--- config.mk ---
export PLATFORM = sky130hd
export DESIGN_NAME = rr_mux_reg
export DESIGN_NICKNAME = d
export VERILOG_FILES = /design/src/rtl/mips16_mux_pkg.sv /design/src/rtl/rr_pick.sv /design/src/rtl/rr_mux_reg.sv
export SDC_FILE = /design/constraint.sdc
export NUM_CORES = 1
export LEC_CHECK = 0
export ABC_AREA = 1
export BUFFER_PORTS_ARGS = -buffer_cell sky130_fd_sc_hd__buf_2
export CAP_MARGIN = 0
export CORE_MARGIN = 3
export CORE_UTILIZATION = 40
export DETAILED_ROUTE_END_ITERATION = 10
export PLACE_DENSITY = 0.73
export SYNTH_ARGS = -nofsm -noshare
export SYNTH_HDL_FRONTEND = slang
export SYNTH_SLANG_ARGS = --single-unit
--- constraint.sdc ---
create_clock -name clk -period 3.3 [get_ports clk]
set_input_delay 0.33 -clock clk [delete_from_list [all_inputs] [get_ports clk]]
set_output_delay 0.33 -clock clk [all_outputs]
set_load 0.005 [all_outputs]
--- src/rtl/mips16_mux_pkg.sv ---
// Shared helpers for select-encoded MIPS16 datapath muxes.
package mips16_mux_pkg;

    // Width of a channel index for n channels, never narrower than one bit.
    function automatic int sel_width(input int n);
        return (n <= 1) ? 1 : $clog2(n);
    endfunction

endpackage

--- src/rtl/rr_pick.sv ---
// Round-robin picker: finds the first requester at or after ptr, wrapping
// circularly. Works for any channel count, not only powers of two.
module rr_pick #(
    parameter int N     = 4,
    parameter int SEL_W = 2
) (
    input  logic [N-1:0]     req,
    input  logic [SEL_W-1:0] ptr,
    output logic             gnt_valid,
    output logic [SEL_W-1:0] gnt_idx
);

    localparam logic [SEL_W:0] N_V = (SEL_W + 1)'(N);

    logic [2*N-1:0] dbl;
    logic [N-1:0]   rot;
    logic [SEL_W-1:0] off;
    logic           found;
    logic [SEL_W:0] sum;

    // Rotate a doubled request vector so ptr lands at bit 0, priority-encode
    // the lowest set bit, then fold the offset back into the 0..N-1 range.
    always_comb begin
        dbl       = {req, req};
        rot       = N'(dbl >> ptr);
        gnt_valid = |req;
        off       = '0;
        found     = 1'b0;
        for (int i = 0; i < N; i++) begin
            if (!found && rot[i]) begin
                off   = SEL_W'(i);
                found = 1'b1;
            end
        end
        sum = {1'b0, ptr} + {1'b0, off};
        if (sum >= N_V) begin
            sum = sum - N_V;
        end
        gnt_idx = sum[SEL_W-1:0];
    end

endmodule

--- src/rtl/rr_mux_reg.sv ---
// N-channel round-robin arbitrating mux with a registered output beat and
// valid/ready handshakes on every port. All flops live here.
module rr_mux_reg
    import mips16_mux_pkg::*;
#(
    parameter  int WIDTH = 16,
    parameter  int N     = 4,
    localparam int SEL_W = sel_width(N)
) (
    input  logic             clk,
    input  logic             rst_n,
    input  logic [N-1:0]     in_valid,
    input  logic [WIDTH-1:0] in_data [N],
    output logic [N-1:0]     in_ready,
    output logic             out_valid,
    output logic [WIDTH-1:0] out_data,
    output logic [SEL_W-1:0] out_sel,
    input  logic             out_ready
);

    localparam logic [SEL_W-1:0] LAST = SEL_W'(N - 1);

    logic [SEL_W-1:0] ptr;
    logic             gnt_valid;
    logic [SEL_W-1:0] gnt_idx;
    logic             can_load;
    logic             xfer;
    logic [WIDTH-1:0] sel_data;

    rr_pick #(
        .N     (N),
        .SEL_W (SEL_W)
    ) u_pick (
        .req       (in_valid),
        .ptr       (ptr),
        .gnt_valid (gnt_valid),
        .gnt_idx   (gnt_idx)
    );

    // Accept a new beat when the output slot is empty or draining this cycle;
    // nothing is accepted while reset is asserted.
    always_comb begin
        can_load = !out_valid || out_ready;
        xfer     = rst_n && can_load && gnt_valid;
        in_ready = '0;
        sel_data = '0;
        for (int i = 0; i < N; i++) begin
            if (gnt_idx == SEL_W'(i)) begin
                in_ready[i] = xfer;
                sel_data    = in_data[i];
            end
        end
    end

    // Output register and round-robin pointer: load on transfer (replacing a
    // draining beat in the same edge), clear valid on a drain without reload.
    always_ff @(posedge clk or negedge rst_n) begin
        if (!rst_n) begin
            out_valid <= 1'b0;
            out_data  <= '0;
            out_sel   <= '0;
            ptr       <= '0;
        end else if (xfer) begin
            out_valid <= 1'b1;
            out_data  <= sel_data;
            out_sel   <= gnt_idx;
            ptr       <= (gnt_idx == LAST) ? '0 : gnt_idx + 1'b1;
        end else if (out_ready) begin
            out_valid <= 1'b0;
        end
    end

endmodule

==> metrics.md, run 1 <==
| Metric | Value |
|---|---|
| Post-Layout Cell Count | 348 |
| Most frequent cell after synthesis | nand2_1 |
| Peak fanout along the critical path | 18 |
| Postcts setup bufs | 0 |
| Fin. Hold Viols | 0 |
| Row Count | 21 |
| Area grow syn2layout | 35.22% |
| Top Ports | 94 |
| Pins over their slew limit | 0 |
| Cell Area, Synth | 1506 um2 |
| Syn avg cell area | 7.073 um2 |
| Layout cells sized above 1 | 0.3841 |
| Post-synth top area share | 0.3488 |
| Htree depth | 1 |
| Reg2Reg Capture Point | out_data[14] |
| Post-synth ARST share | 1.000 |
| Crit-path cells | inv_2 -> nand2_1 -> nand3_1 -> nand2_2 -> nand3_1 -> a21boi_0 -> ha_1 -> xor2_1 -> inv_1 -> nand3_1 -> nand2_2 -> ha_1 -> inv_2 -> nor2_1 -> buf_2 |
| Slew headroom | 0.6509 |
| CP endpoint kind | output pin |
| Initial antenna violation count | 0 |
| Maximum operating frequency | 336.8 MHz |
| Largest net degree at the start of global routing | 25 |
| Leakage | 1.096 nW |
| DP HPWL | 3554 um |
| Tcrit/Tclk final | 0.8997 |
| Type of element launching the critical path | register |
| DRC | 0 |
| Wire per inst | 13.64 um |
| N_diodes | 0 |
| PwrDens | 1338 nW/um2 |
| Post-route ant nets | 0 |
| Data arrival, critical path | 2640 ps |
| Syn_nets | 289 |
| Total negative slack | 0 ps |
| Synth Instances | 213 |
| Setup slack, reg-to-reg | 540 ps |
| Syn. warnings | 0 |
| Setup slack after layout | 330.9 ps |
| First-pass GRT wire length | 7645 um |
| Critical path's slowest cell | dfrtp_1 |
| Die Wd | 67.37 um |
| Min-Delay Path Class | in -> async |
| Hold_ws | 78.59 ps |
| Crit. Startpoint | ptr[0] |
| Core Box Area | 3468 um2 |
| Clock Sinks | 21 |
| Min cycle time layout | 2969 ps |
| Routed WL | 4745 um |
| Initial Utilization | 0.4343 |
| Total Nets Final | 379 |
| CTS tree | built |
| Drt initial violations | 112 |
| CP most frequent cell | nand3_1 |
| Vias | 1787 |
| Total CTS buffers | 3 |
| Layout Skew | 8.685 ps |
| CP top delay family | simple AND/OR/NAND/NOR gates |
| GRT Residual Overflow | 0 |
| Root buf cell | clkbuf_8 |
| EDFF count, synth | 0 |
| Post-CTS sizing | 0 |
| I/O Buffers | 93 |
| Detailed Routing Iterations Pass 1 | 4 |
| Setup WS pre-CTS | 533.9 ps |
| Cells after DPL | 344 |
| Clk_lat worst skew | 270 ps |
| Core Util, Final | 0.5873 |
| Outcome | finished, final reports clean |
| Worst Path Buf+Inv | 4 |
| Worst Tran Pin Value | 523.0 ps |
| Vias/cell | 5.135 |
| Critical Path Max Stage Delay | 430 ps |
| Synth unique cells | 21 |
| Worst setup path end | in_ready[3] |
| Final setup fails | 0 |
| Synth cell count leaders | nand2_1 (50), a21oi_1 (48), nor2_1 (25) |
| Final GP Congestion | 0.8114 |
| Flops & latches, synth | 21 |
| Critical Path RT | 2970 ps |
| RSZ-0062 raised after global routing | no |
| Critical path class | reg -> out |
| Die area | 4539 um2 |
| R2R depth | 18 |
| Max-Cap Viols | 0 |
| Area leader, netlist | dfrtp_1 |
| Vias in the first global route | 1680 |
| Main synth FF type | dfrtp_1 |
| Levels on crit path | 15 |
| Clock transition at the registers of the reported paths | 80 ps |
| Clock buffer depth | 2 |
| Largest cells by area after synthesis | dfrtp_1 (35%), a21oi_1 (16%), nand2_1 (12%), o211ai_1 (8.0%), nor2_1 (6.2%) |
| Max rail drop VDD | 631.6 uV |
| Die height | 67.37 um |
| Worst R2R Start | ptr[0] |
| Total track usage | 0.2200 |
| Sequential area share after synthesis | 0.3488 |
| Hold buffers post-CTS | 0 |
## flip-flops by register name (all words and copies together), names as in the netlist
signal     cells
out_valid      1
ptr            2
out_sel        2
out_data      16
## cell type report
class	count	area [um2]
timing repair buffer	98	503.0
sequential	21	525.5
fill	369	1431
multi-input combinational	167	859.6
tap	46	57.56
inverter	12	46.29
clock buffer	4	45.04
## per-layer routing
metal,wire (um),vias to the layer above,GRT usage
li1,-,892,-
met1,2064,802,0.2806
met2,2181,84,0.3693
met3,399,9,0.03993
met4,99,0,0.08101
met5,0,-,0
## cells in the final DEF, fill, tap and decap left out, types with 6 or more instances in the layout
cell type,n
nand3_1,10
a21oi_1,48
dfrtp_1,21
buf_2,93
o211ai_1,16
nand2_1,50
nor2_1,25
nand2_2,6
inv_1,6
## how the worst min path moves through the flow
stage	slack (ps)	start	endpoint
after detailed placement	390	rst_n	out_data[15]
after floorplan	30	rst_n	out_data[0]
final	80	rst_n	ptr[1]
after global routing	100	rst_n	ptr[1]
after CTS	100	rst_n	ptr[1]
after global placement	390	rst_n	ptr[1]
## cell families after synthesis
kind of cell | count (synthesis) | synth area share
compound gates | 67 | 0.2508
flops | 21 | 0.3488
simple gates | 94 | 0.2724
fa+ha+maj | 5 | 0.04153
xor+xnor | 1 | 0.005815
buf+inv | 25 | 0.08055
## where the power goes
part	internal (mW)	leakage, nW	switching [mW]
registers	0.392	0.243	0.0824
logic	0.819	0.830	1.26
clock network	0.0862	0.0228	0.0859
## stage by stage
stage / cell area [um2] / power (mW)
detailed placement: 1992 / 2.553
global route: 2037 / 3.048
CTS: 2037 / 2.732
finish: 2037 / 2.725
global placement: 1992 / 2.532
floorplan: 1506 / 2.070
## worst reg2reg max path: cells and delay by family (launching register included)
| family | cells | cell delay, ps |
|---|---|---|
| AOI/OAI and AO/OA | 3 | 380 |
| DFF | 1 | 430 |
| xor gates and xnor gates | 1 | 210 |
| and+or+nand+nor | 9 | 940 |
| adders and majority gates | 2 | 390 |
| buffers and inverters | 3 | 340 |
Power figures use the tool's default switching activity.
==> run 2, diff against run 1 <==
--- a/config.mk
+++ b/config.mk
@@ -8,6 +8,7 @@
 export ABC_AREA = 1
 export BUFFER_PORTS_ARGS = -buffer_cell sky130_fd_sc_hd__buf_2
 export CAP_MARGIN = 0
+export CORE_ASPECT_RATIO = 0.5
 export CORE_MARGIN = 3
 export CORE_UTILIZATION = 40
 export DETAILED_ROUTE_END_ITERATION = 10
==> run 2 against run 1 <==
Net effect:
- worst setup slack worse by 150 ps
- clock power hardly changed
- non-clock buffer count fell by 2
- first-iteration DRC count shrank 47%
- routed wire length decreased by 1.9%
- power up 1.3%
- count of clock-buffer cells in the layout did not move
- critical endpoint is now in_ready[1]
- sequential share of layout area decreased by 0.079 points
- worst hold slack worse by 53 ps
- sequential power hardly changed
==> metrics.md, run 2 (synthesis gave the netlist of run 1 again) <==
| Metric | Value |
|---|---|
| Max-Cap Viols | 0 (unchanged) |
| Vias/cell | 5.105 (-0.58%) |
| RSZ-0062 raised after global routing | no |
| Largest regs | out_data x16, out_sel x2, ptr x2 |
| Tot Pwr | 2.760 mW (+1.3%) |
| Detailed Routing Iterations Pass 1 | 4 (unchanged) |
| Final GP Congestion | 0.8111 (about the same) |
| Reg2Reg Capture Point | out_data[1] |
| Layout Skew | 2.793 ps (-5.892 ps) |
| Clock Sinks | 21 (unchanged) |
| Layout cells sized above 1 | 0.3867 (+0.002561) |
| Critical path class | reg -> out |
| Post-CTS sizing | 1 (+1) |
| Final setup fails | 0 (unchanged) |
| Final Cell Area | 2043 um2 (+0.31%) |
| Data arrival, critical path | 2780 ps (+140 ps) |
| Row Count | 15 (-29%) |
| GRT Residual Overflow | 0 (unchanged) |
| Area grow syn2layout | 35.63% |
| R2R depth | 18 (unchanged) |
| Type of element launching the critical path | register |
| Area of the multi-input gates | 874.6 um2 (+1.7%) |
| Setup slack, reg-to-reg | 370 ps (-170 ps) |
| Peak fanout along the critical path | 12 (-6) |
| Max rail drop VDD | 461.8 uV (-27%) |
| Wire per inst | 13.26 um (-2.8%) |
| N_diodes | 0 (unchanged) |
| I/O Buffers | 93 (unchanged) |
| Post-Layout Cell Count | 351 (+0.86%) |
| CTS tree | built |
| Clock transition at the registers of the reported paths | 80 ps (about the same) |
| Outcome | finished, final reports clean |
| PwrDens | 1351 nW/um2 (+0.96%) |
| Die height | 49.40 um (-27%) |
| Layout filler cell count | 358 (-3.0%) |
| Initial antenna violation count | 0 (unchanged) |
| Top Ports | 94 (unchanged) |
| Most frequent cells in the layout | buf_2 (93), nand2_1 (50), a21oi_1 (48) |
| DRC | 0 (unchanged) |
| Tcrit/Tclk final | 0.9438 (+0.04406) |
| Maximum operating frequency | 321.1 MHz (-4.7%) |
| Core Util, Final | 0.5791 (-0.008224) |
| DP HPWL | 3632 um (+2.2%) |
| Pins over their slew limit | 0 (unchanged) |
| Cells after DPL | 347 (+0.87%) |
| Core Box Area | 3528 um2 (+1.7%) |
| Die area | 4583 um2 (+0.98%) |
| Critical Path RT | 2970 ps (about the same) |
| Worst R2R Start | ptr[0] |
| Total track usage | 0.1936 (-0.02636) |
| Postcts setup bufs | 0 (unchanged) |
| Clk_lat worst skew | 260 ps (about the same) |
| Placed cell areas | 1983 um2 (-0.44%) |
| Total negative slack | 0 ps (unchanged) |
| Post-route ant nets | 0 (unchanged) |
| Hold_ws | 25.83 ps (-52.76 ps) |
| Leading cell type in the layout, fill and taps excluded | buf_2 |
| Slew headroom | 0.6649 (+0.01393) |
| Initial Utilization | 0.4270 (-0.007393) |
| Max FFs per register | 16 (unchanged) |
| Crit-path cells | inv_2 -> nand2_1 -> nand3_1 -> nand2_2 -> nand3_1 -> a21boi_0 -> ha_1 -> xor2_1 -> inv_1 -> nand3_1 -> nand2_2 -> inv_1 -> ha_2 -> inv_1 -> nor2_1 -> buf_2 |
| Die Wd | 92.79 um (+38%) |
| Min cycle time layout | 3115 ps (+145.4 ps) |
| CP endpoint kind | output pin |
| Drt initial violations | 59 (-47%) |
| Setup slack after layout | 185.5 ps (-145.4 ps) |
| Largest reg by FF count | out_data |
| Critical Path Max Stage Delay | 450 ps (+20 ps) |
| First-pass GRT wire length | 7189 um (-6.0%) |
| Fin. Hold Viols | 0 (unchanged) |
| Htree depth | 1 (unchanged) |
| Clock buffer depth | 2 (unchanged) |
| Critical path's slowest cell | dfrtp_1 |
| Setup WS pre-CTS | 285.1 ps (-248.8 ps) |
| Routed WL | 4653 um (-1.9%) |
| FF/Latch Area | 525.5 um2 (unchanged) |
| Largest net degree at the start of global routing | 25 (unchanged) |
| Total CTS buffers | 3 (unchanged) |
| Min-Delay Path Class | in -> async |
| Total Nets Final | 377 (-0.53%) |
| Hold buffers post-CTS | 0 (unchanged) |
| Leakage | 1.084 nW (-1.1%) |
| Root buf cell | clkbuf_8 |
| Vias in the first global route | 1666 (-0.83%) |
| Vias | 1792 (+0.28%) |
| Worst Tran Pin Value | 502.7 ps (-20.29 ps) |
run 2: worst max-delay path by stage:
stage	from	end	slack, ps	cells past startpoint
after floorplan	ptr[0]	in_ready[1]	770	17
after global placement	ptr[0]	in_ready[2]	420	14
after detailed placement	ptr[0]	in_ready[2]	290	14
after CTS	ptr[0]	in_ready[1]	90	16
after global routing	ptr[0]	in_ready[1]	30	16
final	ptr[0]	in_ready[1]	190	16
run 2: critical path, delay by kind of cell (launching register included):
kind                       cells  cell delay, ps
and+or+nand+nor                7             670
xor gates and xnor gates       1             210
buffers and inverters          5             450
AOI/OAI and AO/OA              1             180
adders and majority gates      2             560
DFF                            1             450
run 2: report_power, final:
part           internal [mW]  switching [mW]  leakage, nW
Clock                 0.0861          0.0837       0.0228
Combinational          0.824            1.30        0.818
Sequential             0.391          0.0791        0.243
Total                   1.30            1.46         1.08
run 2: per-layer routing:
| metal | part of all wire | wire length [um] | track usage | vias to the layer above |
|---|---|---|---|---|
| met2 | 0.53 | 2474 | 0.3564 | 46 |
| met3 | 0.033 | 154 | 0.02928 | 2 |
| met5 | 0 | 0 | 0 | - |
| li1 | - | - | - | 893 |
| met1 | 0.43 | 2009 | 0.2419 | 851 |
| met4 | 0.0030 | 14 | 0.03650 | 0 |
run 2: cell type report:
cell class / instances / area share
clock buffers: 4 / 0.02205
repair buffers: 96 / 0.2388
flip-flops and latches: 21 / 0.2572
multi-input cells: 167 / 0.4280
inverters: 12 / 0.02266
well taps: 51 / 0.03123
==> run 3, diff against run 2 <==
--- a/config.mk
+++ b/config.mk
@@ -13,6 +13,7 @@
 export CORE_UTILIZATION = 40
 export DETAILED_ROUTE_END_ITERATION = 10
 export PLACE_DENSITY = 0.73
+export RECOVER_POWER = 25
 export SYNTH_ARGS = -nofsm -noshare
 export SYNTH_HDL_FRONTEND = slang
 export SYNTH_SLANG_ARGS = --single-unit
==> run 3 against run 2 <==
Net effect:
- clock power is essentially flat
- count of clock-buffer cells in the layout is the same
- clock skew is the same
- maximum frequency hardly changed
- cell area about the same
- worst hold slack better by 270 ps
- sequential share of layout area is essentially flat
- final cell count did not move
- critical path depth unchanged
- non-clock buffer count unchanged
- critical path type unchanged
==> metrics.md, run 3 (synthesis gave the netlist of run 1 again) <==
| Metric | Value |
|---|---|
| Wire per inst | 13.26 um (unchanged) |
| Total track usage | 0.1936 (unchanged) |
| Met1 WL | 2009 um (unchanged) |
| Setup WS pre-CTS | 285.1 ps (unchanged) |
| Min-Delay Path Class | in -> async |
| Critical path's slowest cell | dfrtp_1 |
| Routed WL | 4653 um (unchanged) |
| I/O Buffers | 93 (unchanged) |
| Worst Path Buf+Inv | 5 (unchanged) |
| Layout Skew | 2.793 ps (unchanged) |
| Clock transition at the registers of the reported paths | 80 ps (about the same) |
| Worst Tran Pin Value | 1205 ps (+702.2 ps) |
| Critical Path Max Stage Delay | 450 ps (about the same) |
| Critical path class | reg -> out |
| Clock Sinks | 21 (unchanged) |
| Min cycle time layout | 3114 ps (-0.1120 ps) |
| Leading cell type in the layout, fill and taps excluded | buf_2 |
| Largest net degree at the start of global routing | 25 (unchanged) |
| Top Ports | 94 (unchanged) |
| Postcts setup bufs | 0 (unchanged) |
| Final GP Congestion | 0.8111 (unchanged) |
| Sw Ratio | 0.5284 (about the same) |
| First-pass GRT wire length | 7189 um (unchanged) |
| Post-route ant nets | 0 (unchanged) |
| Total negative slack | 0 ps (unchanged) |
| Outcome | finished, final reports clean |
| RSZ-0062 raised after global routing | no |
| Htree depth | 1 (unchanged) |
| Largest regs | out_data x16, out_sel x2, ptr x2 |
| PwrDens | 1352 nW/um2 (about the same) |
| Peak fanout along the critical path | 12 (unchanged) |
| CP top delay family | simple AND/OR/NAND/NOR gates |
| Detailed Routing Iterations Pass 1 | 4 (unchanged) |
| Max FFs per register | 16 (unchanged) |
| Maximum operating frequency | 321.1 MHz (about the same) |
| Die Wd | 92.79 um (unchanged) |
| DRC | 0 (unchanged) |
| Row Count | 15 (unchanged) |
| Final setup fails | 0 (unchanged) |
| CTS tree | built |
| Total CTS buffers | 3 (unchanged) |
| Die area | 4583 um2 (unchanged) |
| Max-Cap Viols | 0 (unchanged) |
| Logic pwr share | 0.768 (about the same) |
| Die height | 49.40 um (unchanged) |
| Type of element launching the critical path | register |
| Area grow syn2layout | 35.55% (about the same) |
| Met2 WL post-DR | 2473 um (about the same) |
| Layout filler cell count | 358 (unchanged) |
| Sequential share of power | 0.170 (about the same) |
| Vias | 1792 (unchanged) |
| N_diodes | 0 (unchanged) |
| Layout cells sized above 1 | 0.3833 (-0.003333) |
| Vias/cell | 5.105 (unchanged) |
| DP HPWL | 3632 um (unchanged) |
| Crit-path cells | inv_2 -> nand2_1 -> nand3_1 -> nand2_2 -> nand3_1 -> a21boi_0 -> ha_1 -> xor2_1 -> inv_1 -> nand3_1 -> nand2_2 -> inv_1 -> ha_2 -> inv_1 -> nor2_1 -> buf_2 |
| Most frequent cells in the layout | buf_2 (92), nand2_1 (50), a21oi_1 (48) |
| Clock buffer depth | 2 (unchanged) |
| Setup slack after layout | 185.6 ps (+0.1120 ps) |
| Fin. Hold Viols | 0 (unchanged) |
| Internal | 1.302 mW (about the same) |
| Drt initial violations | 59 (unchanged) |
| Largest reg by FF count | out_data |
| Root buf cell | clkbuf_8 |
| Initial antenna violation count | 0 (unchanged) |
| Slew headroom | 0.1967 (-0.4681) |
| Core Box Area | 3528 um2 (unchanged) |
| Data arrival, critical path | 2780 ps (about the same) |
| Clock power share | 0.062 (about the same) |
| Pins over their slew limit | 0 (unchanged) |
| Psw | 1.458 mW (about the same) |
| Total Nets Final | 377 (unchanged) |
| Met3 WL | 154 um (unchanged) |
| Tcrit/Tclk final | 0.9438 (about the same) |
| Vias in the first global route | 1666 (unchanged) |
| Leakage | 1.081 nW (-0.25%) |
| Top Layer Used | met4 |
| Clk_lat worst skew | 260 ps (about the same) |
| Critical Path RT | 2970 ps (about the same) |
| GRT Residual Overflow | 0 (unchanged) |
| Max rail drop VDD | 461.8 uV (about the same) |
| Initial Utilization | 0.4270 (unchanged) |
| CP endpoint kind | output pin |
==> run 3: cell count changes in the layout (fill, tap and decap cells not counted) <==
cell,change
buf_2,-1
clkbuf_1,+1
==> run 3: repair_timing <==
item,in CTS,in global routing
gates resized for setup,1,2
pin swaps,0,0
endpoints found under the setup margin,1,2
hold buffers,0,0
==> run 3: path summary, 6_finish.rpt <==
kind | cells after the start | end | startpoint | slack [ps]
worst min-delay path | 1 | out_sel[0] | rst_n | 290
max in group asynchronous | 1 | out_data[15] | rst_n | 2290
worst max register to register | 18 | out_data[1] | ptr[0] | 370
min in group clk | 4 | out_valid | out_ready | 340
worst min register to register | 2 | out_sel[1] | out_sel[1] | 490
worst max-delay path | 16 | in_ready[1] | ptr[0] | 190
==> run 3: power groups by stage <==
| stage | Clock [mW] | Combinational [mW] | Sequential, mW |
|---|---|---|---|
| finish | 0.170 | 2.12 | 0.470 |
| CTS | 0.173 | 2.07 | 0.471 |
| floorplan | 0 | 1.59 | 0.480 |
| detailed placement | 0 | 2.05 | 0.474 |
| global route | 0.184 | 2.38 | 0.486 |
| global placement | 0 | 1.99 | 0.469 |
==> run 3: per-stage QoR <==
stage | hold WS [ps] | std cells | util | power [mW] | area [um2]
floorplan | 34.41 | 213 | - | 2.070 | 1506
global placement | 324.6 | 347 | 0.5621 | 2.463 | 1983
detailed placement | 329.7 | 347 | 0.5621 | 2.529 | 1983
CTS | 40.70 | 351 | 0.5755 | 2.712 | 2031
global route | 365.5 | 351 | 0.5787 | 3.054 | 2042
finish | 292.3 | 351 | 0.5787 | 2.760 | 2042
==> run 3: routing by layer <==
metal | global-route usage | vias to the layer above
li1 | - | 893
met1 | 0.2419 | 851
met2 | 0.3564 | 46
met3 | 0.02928 | 2
met4 | 0.03650 | 0
met5 | 0 | -
==> run 3: area by class of cell <==
cell class / count / area, um2 / area share
clock buffer: 4 / 45.04 / 0.02206
inverter: 12 / 46.29 / 0.02267
multi-input combinational: 167 / 874.6 / 0.4283
sequential: 21 / 525.5 / 0.2574
tap: 51 / 63.81 / 0.03125
timing repair buffer: 96 / 486.7 / 0.2384
